===== config.mk =====
export PLATFORM = sky130hd
export DESIGN_NAME = mem_arbiter
export DESIGN_NICKNAME = d
export VERILOG_FILES = /design/src/rtl/mem_arbiter.sv
export SDC_FILE = /design/constraint.sdc
export NUM_CORES = 1
export LEC_CHECK = 0
export CORE_AREA = 2 2 154 156
export DETAILED_ROUTE_END_ITERATION = 10
export DIE_AREA = 0 0 156 158
export PLACE_DENSITY = 0.5
export SKIP_CTS_REPAIR_TIMING = 1
export SLEW_MARGIN = 20
export SYNTH_ARGS = -nofsm -noshare
export SYNTH_HDL_FRONTEND = slang
export SYNTH_SLANG_ARGS = --single-unit

===== constraint.sdc =====
create_clock -name clk -period 1.48 [get_ports clk]
set_input_delay 0.148 -clock clk [delete_from_list [all_inputs] [get_ports clk]]
set_output_delay 0.148 -clock clk [all_outputs]
set_load 0.005 [all_outputs]

===== src/rtl/mem_arbiter.sv =====
// mem_arbiter: round-robin N-port arbiter onto one single-ported sync-read memory.
// Define MEM_ARB_PERF_EN to add per-port saturating grant/stall counters readable via dbg_sel.
module mem_arbiter #(
    parameter int N_PORTS = 2,
    parameter int ADDR_W  = 32,
    parameter int DATA_W  = 32,
    parameter int SEL_W   = (N_PORTS > 1) ? $clog2(N_PORTS) : 1
) (
    input  logic                        clk,
    input  logic                        rst,
    input  logic [N_PORTS-1:0]          req_r_en,
    input  logic [N_PORTS*ADDR_W-1:0]   req_r_addr,
    input  logic [N_PORTS-1:0]          req_w_en,
    input  logic [N_PORTS*ADDR_W-1:0]   req_w_addr,
    input  logic [N_PORTS*DATA_W-1:0]   req_w_data,
    output logic [N_PORTS-1:0]          req_ready,
    output logic [N_PORTS-1:0]          resp_r_valid,
    output logic [DATA_W-1:0]           resp_r_data,
    output logic                        mem_r_en,
    output logic [ADDR_W-1:0]           mem_r_addr,
    output logic                        mem_w_en,
    output logic [ADDR_W-1:0]           mem_w_addr,
    output logic [DATA_W-1:0]           mem_w_data,
    input  logic [DATA_W-1:0]           mem_r_data,
    input  logic [SEL_W:0]              dbg_sel,
    output logic [31:0]                 dbg_data
);
    logic [N_PORTS-1:0] req;
    logic               gnt_v;
    logic [SEL_W-1:0]   gnt_idx;
    logic [SEL_W-1:0]   idx;
    logic [SEL_W-1:0]   last_q, last_d;
    logic [SEL_W-1:0]   pend_port_q;
    logic               pend_v_q;

    assign req = req_r_en | req_w_en;

    // Search starts just after the last winner and wraps once around all ports.
    always_comb begin
        gnt_v   = 1'b0;
        gnt_idx = '0;
        idx     = '0;
        for (int i = 1; i <= N_PORTS; i++) begin
            idx = SEL_W'((int'(last_q) + i) % N_PORTS);
            if (!gnt_v && req[idx]) begin
                gnt_v   = 1'b1;
                gnt_idx = idx;
            end
        end
    end

    assign last_d       = gnt_v ? gnt_idx : last_q;
    assign req_ready    = gnt_v ? N_PORTS'(1) << gnt_idx : '0;
    assign mem_r_en     = gnt_v & req_r_en[gnt_idx];
    assign mem_w_en     = gnt_v & req_w_en[gnt_idx];
    assign mem_r_addr   = gnt_v ? req_r_addr[gnt_idx*ADDR_W +: ADDR_W] : '0;
    assign mem_w_addr   = gnt_v ? req_w_addr[gnt_idx*ADDR_W +: ADDR_W] : '0;
    assign mem_w_data   = gnt_v ? req_w_data[gnt_idx*DATA_W +: DATA_W] : '0;
    assign resp_r_valid = pend_v_q ? N_PORTS'(1) << pend_port_q : '0;
    assign resp_r_data  = mem_r_data;

    always_ff @(posedge clk or posedge rst) begin
        if (rst) begin
            last_q      <= SEL_W'(N_PORTS - 1);
            pend_port_q <= '0;
            pend_v_q    <= 1'b0;
        end else begin
            last_q      <= last_d;
            pend_port_q <= gnt_idx;
            pend_v_q    <= mem_r_en;
        end
    end

`ifdef MEM_ARB_PERF_EN
    logic [31:0]      grant_cnt_q [N_PORTS];
    logic [31:0]      stall_cnt_q [N_PORTS];
    logic [SEL_W-1:0] dbg_port;

    always_ff @(posedge clk or posedge rst) begin
        if (rst) begin
            for (int k = 0; k < N_PORTS; k++) begin
                grant_cnt_q[k] <= '0;
                stall_cnt_q[k] <= '0;
            end
        end else begin
            for (int k = 0; k < N_PORTS; k++) begin
                if (req_ready[k] && grant_cnt_q[k] != '1)
                    grant_cnt_q[k] <= grant_cnt_q[k] + 32'd1;
                if (req[k] && !req_ready[k] && stall_cnt_q[k] != '1)
                    stall_cnt_q[k] <= stall_cnt_q[k] + 32'd1;
            end
        end
    end

    assign dbg_port = dbg_sel[SEL_W:1];
    assign dbg_data = (int'(dbg_port) >= N_PORTS) ? '0 :
                      dbg_sel[0] ? stall_cnt_q[dbg_port] : grant_cnt_q[dbg_port];
`else
    logic unused_dbg;
    assign unused_dbg = ^dbg_sel;
    assign dbg_data   = '0;
`endif
endmodule


==> flow_metrics.tcl <==
set metrics [dict create \
    vias_per_cell 4.49 \
    cts_made_buffers 3 \
    layout-drive-gt1-share_pct 36.2 \
    netlist_instances 439 \
    fin_ws_ps -232 \
    area_growth_pct 145 \
    totalWireLength_mm 19.4 \
    cts_max_level 1 \
    dr_total_vias 4471 \
    final_cell_mix "clkdlybuf4s50_1, o21ai_0, o22ai_2" \
    place_ws_ps -372 \
    grt_max_degree 48 \
    synth_area_um2 2560 \
    final_common_cell "clkdlybuf4s50_1" \
    cts_tree "built" \
    drtPass1Iterations 4 \
    peakVddDrop_mv 0.329 \
    hold_path.class "in -> async" \
    place_hpwl_mm 11.7 \
    crit_type "reg -> out" \
    clockBufferDepth 2 \
    holdWs_ps 118 \
    detail-route-antenna-nets 0 \
    yosys_warnings 0 \
    clk_latency_ps 220 \
    synth_top_family_by_area "compound AO/OA/AOI/OAI gates" \
    drt_iter0_drc 280 \
    synth_compound_area_share_pct 63.2 \
    detail_route.wl_per_cell_um 19.5 \
    drc 0 \
    die_w_um 156 \
    synthXorXnorAreaFrac_pct 0 \
    antennaDiodeCount 0 \
    yosys-top-cells-area "o21ai_0, o22ai_1, buf_4, clkbuf_1, buf_6" \
    fin_skew_ps 2.11 \
    maxCapViolations 0 \
    clock_sink_count 3 \
    rows 56 \
    status "finished with violations" \
    grt_pass1_vias 4116 \
    antenna_found_initial 0 \
    grt_overflow 0 \
    grt_pass1_wl_mm 22.9 \
    critPathCaptureType "output pin" \
    start_util_pct 11.1 \
    seq_area_um2 76.3 \
    synth.distinct_cells 20 \
    clkTransAtPathRegs_ps 30 \
    yosys.area.top_type_share_pct 35.5 \
    die_area_um2 24600 \
    clock-root-buffer "clkbuf_16" \
    multi_input_area_um2 2370 \
    max_slew_margin_pct 65.3 \
    crit_path_start_kind "flop" \
    clock.fmax_mhz 584 \
    synth_simple_gate_area_share_pct 1.37 \
    synth_fa_ha_area_share_pct 0 \
    report.final.slew_viol_count 0 \
    fin_nets 938 \
    synth.yosys.seq_area_share_pct 2.98 \
    power_density_nw_per_um2 613 \
    synth.area.mux_share_pct 0 \
    rsz0062_at_grt "true" \
    gp_congestion 0.744 \
    yosysTopAreaCell "o21ai_0" \
    final_cells 995 \
    syn_avg_cell_area_um2 5.84 \
    critPathRequiredTime_ps 1330 \
    tightest_slew_ps 515 \
    grtUsageTotal_pct 11.7 \
    fin_tns_setup_ps -17080 \
    ios 398 \
    min_period_ps 1710 \
    num-fill-cells 2528 \
    cp_max_fo 6 \
    hold_viol 0 \
    power.leakage_uw 0.00245 \
    dp.cells 965 \
    dieHeight_um 158 \
    io_buffers 299 \
    core_um2 23100 \
    violations "negative setup slack" \
    crit_arrival_ps 1560 \
    fin_crit_sh_pct 116 \
    final-setup-viol-count 97 \
    yosys_register_bits 3 \
]
==> layer usage <==
| metal | global-route usage, % | wire length [um] |
|---|---|---|
| met3 | 2.74 | 1400 |
| met5 | 0 | 0 |
| met2 | 20.9 | 9920 |
| met4 | 3.45 | 405 |
| met1 | 13.8 | 7630 |
==> synth_stat cells <==
library cell	n
buf_6	9
a2bb2oi_1	1
a21boi_0	2
o21ai_0	182
buf_2	18
o22ai_1	96
nor2b_1	1
o21ai_1	10
inv_1	2
nor2_1	6
dfrtp_1	2
o21a_1	1
o21ba_2	1
a21o_1	1
clkbuf_1	38
buf_4	65
o32a_1	1
conb_1	1
dfstp_2	1
and2_1	1
==> through the flow <==
stage | power [uW] | util [%] | instance area, um^2
floorplan | 1240 | - | 2680
global placement | 2810 | 24.3 | 5600
detailed placement | 2780 | 24.3 | 5600
CTS | 3240 | 24.7 | 5680
global route | 4100 | 27.3 | 6290
finish | 3860 | 27.3 | 6290
==> flip-flops by register name, indices dropped and copies added (netlist names) <==
signal,count
pend_port_q,1
last_q,1
pend_v_q,1
==> worst paths after layout <==
check,to,slack [ps],cells after the start,startpoint
worst max-delay path,mem_w_data[1],-230,5,last_q
worst min-delay path,pend_port_q,120,2,rst
worst max register to register,last_q,160,4,last_q
worst min register to register,last_q,670,2,last_q
max in group asynchronous,last_q,1140,2,rst
min in group clk,resp_r_data[12],300,0,mem_r_data[12]
==> kinds of logic after synthesis <==
group                  Yosys count
and+or+nand+nor                  8
DFF                              3
AOI/OAI and AO/OA              295
other                            1
buffers and inverters          132
==> cell type report <==
class	instances	share of cell area (%)
clock buffers	4	1.25
repair buffers	361	53.9
multi-input cells	335	37.7
inverters	2	0.119
well taps	290	5.77
flip-flops and latches	3	1.21
==> report_power, final <==
part,internal (uW),total [uW],switching [uW]
Clock,356,432,76.3
Combinational,1810,3310,1500
Sequential,99.8,109,9.68
==> worst max-delay path, stage by stage (launching register included) <==
cell       delay [ps]
dfstp_2           550
o21ba_4           210
buf_6             150
clkbuf_16         160
o22ai_1           120
buf_2             140
(Power assumes the default switching activity.)
